[src/rtl/hamming_pkg.sv]
// Shared constants and elaboration-time helpers for the extended-Hamming (SECDED) codec.
package hamming_pkg;

    localparam logic [1:0] ERR_NONE   = 2'b00;
    localparam logic [1:0] ERR_CORR   = 2'b01;
    localparam logic [1:0] ERR_UNCORR = 2'b10;

    // Smallest P with 2^P >= K+P+1.
    function automatic int calc_p(input int k);
        int r;
        r = 30;
        for (int p = 30; p >= 1; p--) begin
            if ((1 << p) >= k + p + 1) r = p;
        end
        return r;
    endfunction

    function automatic bit is_pow2(input int pos);
        return (pos > 0) && ((pos & (pos - 1)) == 0);
    endfunction

    // Data bit index carried by a non-power-of-two Hamming position.
    function automatic int data_idx(input int pos);
        return pos - $clog2(pos + 1) - 1;
    endfunction

endpackage

[src/rtl/hamming_syndrome.sv]
// Combinational syndrome / overall-parity unit over Hamming positions 1..N,
// shared by the encode and decode paths.
module hamming_syndrome
    import hamming_pkg::*;
#(
    parameter int N = 7,
    parameter int P = 3
) (
    input  logic [N:1]   pos,
    output logic [P-1:0] syn,
    output logic         par
);

    always_comb begin
        syn = '0;
        for (int i = 1; i <= N; i++) begin
            if (pos[i]) syn = syn ^ P'(i);
        end
    end

    assign par = ^pos;

endmodule

[src/rtl/hamming_secded_stream.sv]
// Two-stage valid/ready SECDED encoder/decoder with saturating error counters.
// Optional macro HAMMING_ERR_INJECT_EN adds inj_en/inj_pos single-bit injection on encode.
module hamming_secded_stream
    import hamming_pkg::*;
#(
    parameter  int K     = 4,
    parameter  int CNT_W = 8,
    localparam int P     = calc_p(K),
    localparam int N     = K + P,
    localparam int CW    = N + 1
`ifdef HAMMING_ERR_INJECT_EN
    ,
    localparam int IW    = $clog2(CW)
`endif
) (
    input  logic             clk,
    input  logic             rst,
    input  logic             in_valid,
    output logic             in_ready,
    input  logic             in_mode,
    input  logic [CW-1:0]    in_data,
    output logic             out_valid,
    input  logic             out_ready,
    output logic [CW-1:0]    out_data,
    output logic [1:0]       out_err,
    input  logic             cnt_clr,
`ifdef HAMMING_ERR_INJECT_EN
    input  logic             inj_en,
    input  logic [IW-1:0]    inj_pos,
`endif
    output logic [CNT_W-1:0] corr_cnt,
    output logic [CNT_W-1:0] uncorr_cnt
);

    function automatic logic [CNT_W-1:0] sat_inc(input logic [CNT_W-1:0] v);
        return (&v) ? v : v + CNT_W'(1);
    endfunction

    logic             en;
    logic             vld_p1;
    logic             vld_p2;
    logic             mode_p1;
    logic [K-1:0]     dat_p1;
    logic [P-1:0]     syn_p1;
    logic             q_p1;
    logic [CW-1:0]    inj_mask_p1;

    logic [N:1]       syn_in;
    logic [K-1:0]     gath;
    logic [K-1:0]     dat_in;
    logic [P-1:0]     syn;
    logic             par;

    logic [CW-1:0]    enc_cw;
    logic [K-1:0]     flip_mask;
    logic [K-1:0]     dec_k;
    logic             flip;
    logic [1:0]       err_calc;
    logic [CW-1:0]    res;
    logic             hs;

    assign en        = !vld_p2 || out_ready;
    assign in_ready  = en;
    assign out_valid = vld_p2;

    // Stage 0: encode feeds data with parity positions zeroed; decode feeds the codeword.
    for (genvar i = 1; i <= N; i++) begin : g_pos
        if (is_pow2(i)) begin : g_par
            assign syn_in[i] = in_mode & in_data[i];
            assign enc_cw[i] = syn_p1[$clog2(i)];
        end else begin : g_dat
            assign gath[data_idx(i)]      = in_data[i];
            assign syn_in[i]              = in_mode ? in_data[i] : in_data[data_idx(i)];
            assign enc_cw[i]              = dat_p1[data_idx(i)];
            assign flip_mask[data_idx(i)] = flip && (syn_p1 == P'(i));
        end
    end

    hamming_syndrome #(.N(N), .P(P)) u_syn (
        .pos (syn_in),
        .syn (syn),
        .par (par)
    );

    assign dat_in = in_mode ? gath : in_data[K-1:0];

    // Stage 1: mode, raw data bits, syndrome and overall parity.
    always_ff @(posedge clk or posedge rst) begin
        if (rst) begin
            vld_p1 <= 1'b0;
        end else if (en) begin
            vld_p1 <= in_valid;
        end
    end

    always_ff @(posedge clk) begin
        if (en && in_valid) begin
            mode_p1 <= in_mode;
            dat_p1  <= dat_in;
            syn_p1  <= syn;
            q_p1    <= par ^ (in_mode & in_data[0]);
        end
    end

`ifdef HAMMING_ERR_INJECT_EN
    logic [CW-1:0] inj_mask;

    always_comb begin
        inj_mask = '0;
        if (inj_en && !in_mode && (32'(inj_pos) < CW)) inj_mask = CW'(1) << inj_pos;
    end

    always_ff @(posedge clk) begin
        if (en && in_valid) inj_mask_p1 <= inj_mask;
    end
`else
    assign inj_mask_p1 = '0;
`endif

    // Overall parity of the encoded word: data-position parity plus the parity bits.
    assign enc_cw[0] = q_p1 ^ (^syn_p1);
    assign flip      = q_p1 && (32'(syn_p1) <= N);
    assign dec_k     = dat_p1 ^ flip_mask;

    always_comb begin
        err_calc = ERR_NONE;
        if (mode_p1) begin
            if (!q_p1 && (syn_p1 == '0)) err_calc = ERR_NONE;
            else if (flip)               err_calc = ERR_CORR;
            else                         err_calc = ERR_UNCORR;
        end
    end

    assign res = mode_p1 ? CW'(dec_k) : (enc_cw ^ inj_mask_p1);

    // Stage 2: registered result and error class.
    always_ff @(posedge clk or posedge rst) begin
        if (rst) begin
            vld_p2   <= 1'b0;
            out_data <= '0;
            out_err  <= ERR_NONE;
        end else if (en) begin
            vld_p2 <= vld_p1;
            if (vld_p1) begin
                out_data <= res;
                out_err  <= err_calc;
            end
        end
    end

    assign hs = vld_p2 && out_ready;

    always_ff @(posedge clk or posedge rst) begin
        if (rst) begin
            corr_cnt   <= '0;
            uncorr_cnt <= '0;
        end else if (cnt_clr) begin
            corr_cnt   <= '0;
            uncorr_cnt <= '0;
        end else if (hs) begin
            if (out_err == ERR_CORR)   corr_cnt   <= sat_inc(corr_cnt);
            if (out_err == ERR_UNCORR) uncorr_cnt <= sat_inc(uncorr_cnt);
        end
    end

endmodule

[config.mk]
export PLATFORM = sky130hd
export DESIGN_NAME = hamming_secded_stream
export DESIGN_NICKNAME = d
export VERILOG_FILES = /design/src/rtl/hamming_pkg.sv /design/src/rtl/hamming_syndrome.sv /design/src/rtl/hamming_secded_stream.sv
export SDC_FILE = /design/constraint.sdc
export NUM_CORES = 1
export LEC_CHECK = 0
export ABC_AREA = 0
export CAP_MARGIN = 0
export CORE_MARGIN = 4
export CORE_UTILIZATION = 25
export DETAILED_ROUTE_END_ITERATION = 10
export REMOVE_ABC_BUFFERS = 1
export SYNTH_ARGS = -nofsm -noshare
export SYNTH_HDL_FRONTEND = slang
export SYNTH_HIERARCHICAL = 1
export SYNTH_SLANG_ARGS = --single-unit
[constraint.sdc]
create_clock -name clk -period 3 [get_ports clk]
set_input_delay 0.6 -clock clk [delete_from_list [all_inputs] [get_ports clk]]
set_output_delay 0.6 -clock clk [all_outputs]
set_load 0.05 [all_outputs]
==> flow_metrics.env, run 1 <==
export IMPL_nets=241
export IMPL_gr_total_overflow=0
export IMPL_hpwl_mm=2.89
export IMPL_period_share_pct=79.7
export IMPL_crit_reg2reg_launch="uncorr_cnt[0]"
export IMPL_start_kind="input port"
export IMPL_hp_class="flop to flop"
export IMPL_n_antenna_cell=0
export IMPL_cts_tree="yes"
export IMPL_r2r_cells=5
export IMPL_arrival_ns=2.43
export IMPL_fin_area_mm2=0.00261
export IMPL_use_met1_pct=9.50
export IMPL_maxCapViolations=0
export IMPL_power_internal_mw=0.927
export IMPL_clkTransAtPathRegs_ns=0.08
export IMPL_cts_hold_fix_buffers=0
export IMPL_path_max_fanout=9
export IMPL_yosysWarnings=6
export IMPL_clock_skew_ns=0.00647
export IMPL_whs_ns=0.485
export IMPL_drc=0
export IMPL_postCtsSetupBuffers=0
export IMPL_drv_slew=0
export IMPL_ios=42
export IMPL_grt_start_max_net_pins=29
export IMPL_yosysUniqueCellTypes=39
export IMPL_cts_buffers=5
export IMPL_ys_seq_area_share_pct=48.2
export IMPL_slowest_stage="clkdlybuf4s50_1"
export IMPL_syn_inst=181
export IMPL_fp_dieW_um=97.8
export IMPL_fill_cells=822
export IMPL_holdPathStages=2
export IMPL_drtAntennaViolNets=0
export IMPL_worstHoldEndpoint="out_data[6]"
export IMPL_multi_input_area_um2=981
export IMPL_status="finished, final reports clean"
export IMPL_setup_tns_ns=0
export IMPL_dp_cells=316
export IMPL_finalCriticalPeriod_ns=2.39
export IMPL_viasPerCell=4.27
export IMPL_use_met2_pct=15.2
export IMPL_reg2reg_to="uncorr_cnt[7]"
export IMPL_synth_area_mm2=0.00201
export IMPL_pwr_share_seq_pct=44.6
export IMPL_grt_busiest_layer="met2"
export IMPL_path_cells="clkdlybuf4s50_1 > mux2_2 > xor2_2 > xnor3_1 > xnor2_1"
export IMPL_setup_viol=0
export IMPL_place_port_buffers=41
export IMPL_ctsRootBufferMaster="clkbuf_8"
export IMPL_min_delay_start="out_data[6]"
export IMPL_clock_sinks=37
export IMPL_synthToLayoutAreaGrowth_pct=29.3
export IMPL_leakage_nw=1.09
export IMPL_p_sw_mw=0.475
export IMPL_crit_required_ns=3.04
export IMPL_antenna_found_initial=0
export IMPL_drive_gt1_share_pct=8.56
export IMPL_grt_pass1_wl_mm=6.73
export IMPL_cts_resized=0
export IMPL_rsz0062_at_grt="false"
export IMPL_cp_slowest_stage_delay_ns=0.63
export IMPL_end_kind="flop"
export IMPL_track_usage_pct=8.53
export IMPL_htreeDepth=2
export IMPL_vdd_drop_max_uv=201
export IMPL_drtPass1Iterations=4
export IMPL_power_frac_comb_pct=29.9
export IMPL_grt_util_met3_pct=3.07
export IMPL_drt_iter0_markers=23
export IMPL_max_freq_mhz=418
export IMPL_placed_area_mm2=0.00251
export IMPL_die_area_mm2=0.00956
export IMPL_vias=1382
export IMPL_ys_ff_latch=37
export IMPL_path_class="input port to flop"
export IMPL_dieHeight_um=97.8
export IMPL_powerDensity_mw_per_mm2=538
export IMPL_syn_area_per_cell_um2=11.1
export IMPL_r2r_slack_ns=1.46
export IMPL_tightest_slew_ns=0.589
export IMPL_first_global_vias=1433
export IMPL_slew_headroom_pct=60.6
export IMPL_routedWlPerCell_um=12.0
export IMPL_ff_latch_area_um2=971
export IMPL_clk_latency_ns=0.28
export IMPL_initial_core_util_pct=25.9
export IMPL_swShare_pct=33.9
export IMPL_coreArea_mm2=0.00777
export IMPL_place_congestion=0.779
export IMPL_clk_path_buf_depth=2
export IMPL_p_clk_share_pct=25.5
export IMPL_wl_mm=3.88
export IMPL_hold_violations=0
export IMPL_row_count=32
export IMPL_fin_cells=324
## worst max-delay path, delay by kind of cell
| kind | cells | cell delay, ns |
|---|---|---|
| buffers and inverters | 1 | 0.63 |
| multiplexers | 1 | 0.43 |
| XOR/XNOR | 3 | 0.77 |
## power groups by stage
stage,Combinational [mW],Sequential [mW],Clock (mW)
floorplan,0.156,0.761,0
global placement,0.424,0.634,0
detailed placement,0.427,0.637,0
CTS,0.429,0.627,0.375
global route,0.450,0.637,0.394
finish,0.419,0.625,0.358
## metal layers
layer | part of all wire (%) | vias to the layer above
met3 | 6.3 | 4
met5 | 0 | -
met4 | 1.2 | 0
met2 | 50 | 33
li1 | - | 700
met1 | 43 | 645
## final cells by class
type / count / area share, %
Tap cell: 102 / 4.90
Timing Repair Buffer: 42 / 15.9
Clock inverter: 2 / 0.336
Inverter: 5 / 0.720
Sequential cell: 37 / 37.3
Clock buffer: 6 / 3.17
Multi-Input combinational cell: 130 / 37.7
## synth_stat cells
| cell type | count | area (um2) |
|---|---|---|
| xnor2_1 | 13 | 114 |
| xor3_1 | 1 | 23.8 |
| buf_6 | 1 | 11.3 |
| o21ai_0 | 10 | 50.1 |
| and3_1 | 2 | 12.5 |
| dfrtp_1 | 28 | 701 |
| nand4b_1 | 1 | 8.76 |
| nand4_1 | 2 | 12.5 |
| xnor3_1 | 1 | 22.5 |
| mux2_4 | 1 | 15.0 |
| a31oi_1 | 1 | 6.26 |
| o21ai_1 | 2 | 10.0 |
| nand3b_1 | 2 | 15.0 |
| clkbuf_2 | 1 | 5.00 |
| o211ai_2 | 1 | 12.5 |
| nor3_1 | 1 | 5.00 |
| xor2_2 | 1 | 16.3 |
| nand2_1 | 13 | 48.8 |
| a211oi_1 | 1 | 7.51 |
| buf_2 | 1 | 5.00 |
| nand4_4 | 1 | 21.3 |
| clkbuf_1 | 6 | 22.5 |
| nand3_1 | 5 | 25.0 |
| o21a_1 | 1 | 7.51 |
| and4_1 | 1 | 8.76 |
| xnor2_2 | 1 | 16.3 |
| ha_1 | 6 | 75.1 |
| nand2b_1 | 7 | 43.8 |
| mux2_2 | 5 | 56.3 |
| mux2i_1 | 6 | 60.1 |
| o211ai_1 | 3 | 22.5 |
| and4b_1 | 2 | 20.0 |
| edfxtp_1 | 9 | 270 |
| and2_1 | 8 | 50.1 |
| xor2_1 | 11 | 96.3 |
| nor2b_1 | 1 | 6.26 |
| o2111ai_1 | 4 | 35.0 |
| nor2_1 | 15 | 56.3 |
| inv_1 | 5 | 18.8 |
## cell usage in the layout (no fill, tap or decap)
cell type,instances
nand3b_1,2
xnor2_2,1
o211ai_2,1
nor2b_1,1
nand4b_1,1
and4_1,1
edfxtp_1,9
mux2_4,1
a211oi_1,1
o21ai_1,2
clkinv_1,1
and4b_1,2
and2_1,8
mux2_2,5
xor3_1,1
nand4_1,2
buf_4,2
o211ai_1,3
xnor2_1,13
nor2_1,15
dfrtp_1,28
clkinv_2,1
xor2_1,11
mux2i_1,6
inv_1,5
nand3_1,5
o21a_1,1
xnor3_1,1
nand2b_1,7
ha_1,6
a31oi_1,1
clkbuf_8,6
xor2_2,1
nor3_1,1
nand4_4,1
clkdlybuf4s50_1,40
o21ai_0,10
o2111ai_1,4
and3_1,2
nand2_1,13
## how the worst max path moves through the flow
stage / startpoint / endpoint / slack, ns / depth (start not counted)
after floorplan: in_mode / flip / 1.09 / 4
after global placement: in_mode / flip / 0.36 / 5
after detailed placement: in_mode / flip / 0.30 / 5
after CTS: in_mode / flip / 0.61 / 5
after global routing: in_mode / flip / 0.56 / 5
final: in_mode / flip / 0.61 / 5
## sequential cells by signal (all words and copies together) (netlist names)
register	cells
corr_cnt	8
dat_p1	4
flip	1
mode_p1	1
out_data	8
out_err	2
out_valid	1
syn_p1	3
uncorr_cnt	8
vld_p1	1
## through the flow
step                      power (mW)  util [%]  setup slack [ns]
after global placement          1.06      32.4             0.357
after global routing            1.48      33.5             0.563
final                           1.40      33.5             0.609
after detailed placement        1.06      32.4             0.302
after floorplan                0.916         -              1.09
after CTS                       1.43      33.5             0.614
## kinds of logic after synthesis
group / share of synthesized area [%]
xor gates and xnor gates: 14.3
adders and majority gates: 3.73
and+or+nand+nor: 16.6
AOI/OAI and AO/OA: 7.52
muxes: 6.52
buffers and inverters: 3.11
DFF: 48.2
(Power assumes the default switching activity.)
==> run 2, diff against run 1 <==
- clock period: 3 -> 1.92 ns (I/O delays scaled with it)
==> run 2 against run 1 <==
- die area stayed put
- global-route usage hardly changed
- largest power group unchanged
- design area is 2.9% higher
- cell count is 4.3% higher
- critical path depth stayed put
- combinational power is 62% higher
- non-clock buffer count is 14 higher
- count of clock-buffer cells in the layout stayed put
- sequential cell count stayed put
- wire length is 2.0% lower
- critical path type unchanged
==> flow_metrics.env, run 2 (synthesis gave the netlist of run 1 again) <==
export IMPL_status="finished, final reports clean"
export IMPL_die_area_mm2=0.00956
export IMPL_routedWlPerCell_um=11.3
export IMPL_slowest_stage="mux2_2"
export IMPL_placed_area_mm2=0.00258
export IMPL_path_max_fanout=6
export IMPL_drv_slew=0
export IMPL_fin_area_mm2=0.00268
export IMPL_vias=1442
export IMPL_coreArea_mm2=0.00777
export IMPL_cts_buffers=5
export IMPL_slew_headroom_pct=75.2
export IMPL_synthToLayoutAreaGrowth_pct=33.1
export IMPL_drtAntennaViolNets=0
export IMPL_initial_core_util_pct=25.9
export IMPL_drtPass1Iterations=4
export IMPL_vdd_drop_max_uv=272
export IMPL_clk_latency_ns=0.28
export IMPL_final_common_cell="buf_4"
export IMPL_setup_tns_ns=0
export IMPL_path_class="input port to flop"
export IMPL_hold_violations=0
export IMPL_ios=42
export IMPL_crit_required_ns=1.96
export IMPL_postCtsSetupBuffers=0
export IMPL_rsz0062_at_grt="false"
export IMPL_hp_class="input port to asynchronous set/reset pin"
export IMPL_wl_mm=3.81
export IMPL_htreeDepth=2
export IMPL_n_antenna_cell=0
export IMPL_layout_common_cells="41 x buf_4, 28 x dfrtp_1, 15 x nor2_1, 13 x xnor2_1, 13 x nand2_1"
export IMPL_clock_sinks=37
export IMPL_grt_start_max_net_pins=29
export IMPL_p_total_mw=2.30
export IMPL_crit_buf_inv=1
export IMPL_powerDensity_mw_per_mm2=859
export IMPL_gr_total_overflow=0
export IMPL_fp_dieW_um=97.8
export IMPL_drt_iter0_markers=35
export IMPL_cts_tree="yes"
export IMPL_maxCapViolations=0
export IMPL_start_kind="input port"
export IMPL_track_usage_pct=8.49
export IMPL_whs_ns=0.465
export IMPL_ctsRootBufferMaster="clkbuf_8"
export IMPL_viasPerCell=4.27
export IMPL_grt_pass1_wl_mm=6.56
export IMPL_period_share_pct=93.0
export IMPL_finalCriticalPeriod_ns=1.79
export IMPL_tightest_slew_ns=0.372
export IMPL_path_cells="dlygate4sd2_1 > mux2_2 > xor3_1 > xnor3_1 > xnor2_1"
export IMPL_max_freq_mhz=560
export IMPL_clk_path_buf_depth=2
export IMPL_dieHeight_um=97.8
export IMPL_drive_gt1_share_pct=25.0
export IMPL_arrival_ns=1.83
export IMPL_cp_slowest_stage_delay_ns=0.38
export IMPL_drc=0
export IMPL_crit_family="XOR/XNOR gates"
export IMPL_nets=255
export IMPL_clkTransAtPathRegs_ns=0.07
export IMPL_place_port_buffers=41
export IMPL_end_kind="flop"
export IMPL_leakage_nw=1.22
export IMPL_reg_largest_list="corr_cnt: 8 flops, out_data: 8 flops, uncorr_cnt: 8 flops"
export IMPL_hpwl_mm=2.96
export IMPL_first_global_vias=1449
export IMPL_clock_skew_ns=0.00346
export IMPL_antenna_found_initial=0
export IMPL_row_count=32
export IMPL_place_congestion=0.813
export IMPL_setup_viol=0
run 2: changes by cell type in the layout (fill, tap and decap cells not counted):
cell             delta
dlygate4sd2_1       +1
clkdlybuf4s50_1    -28
buf_4              +39
clkbuf_1            +1
clkinv_2            -1
buf_12              +2
clkbuf_8            -1
bufinv_16           +1
run 2: what timing repair did:
action	in CTS	in global routing
resized for setup	1	0
hold buffers	0	0
endpoints found under the setup margin	1	0
run 2: power by group:
group	switching, mW	internal (mW)	total, mW
logic	0.401	0.279	0.679
registers	0.0727	0.903	0.976
clock network	0.266	0.383	0.649
total	0.739	1.56	2.30
run 2: metal layers:
metal / vias up / part of all wire [%] / global-route usage [%]
li1: 726 / - / -
met1: 674 / 42 / 9.35
met2: 33 / 50 / 14.4
met3: 9 / 5.0 / 2.93
met4: 0 / 2.8 / 4.47
met5: - / 0 / 0
run 2: layout make-up:
class	instances	area, um2
sequential	37	971
clock buffer	6	72.6
inverter	5	18.8
fill	809	5090
tap	102	128
multi-input combinational	130	981
timing repair buffer	56	477
clock inverter	2	33.8
run 2: worst reg2reg max path: cells and delay by family, from the launching register on:
kind | cells | cell delay (ns)
muxes | 1 | 0.31
DFF | 1 | 0.42
and+or+nand+nor | 2 | 0.32
AOI/OAI and AO/OA | 1 | 0.12
adders and majority gates | 1 | 0.24
run 2: final timing paths:
path / start / end / slack [ns] / cells past startpoint
hold / removal: rst / out_data[6] / 0.46 / 3
setup / recovery: in_mode / flip / 0.13 / 5
min in group clk: vld_p1 / out_valid / 0.48 / 1
hold reg to reg: vld_p1 / out_valid / 0.48 / 1
setup reg to reg: uncorr_cnt[0] / uncorr_cnt[7] / 0.40 / 5
max in group asynchronous: rst / uncorr_cnt[0] / 1.18 / 3
run 2: metrics by stage:
stage | setup WS [ns] | instances | util, %
3_5_place_dp | -0.464 | 330 | 33.2
2_1_floorplan | 0.0590 | 172 | -
4_1_cts | 0.128 | 338 | 34.5
6_report | 0.135 | 338 | 34.5
5_1_grt | 0.0852 | 338 | 34.5
3_3_place_gp | -0.424 | 330 | 33.2
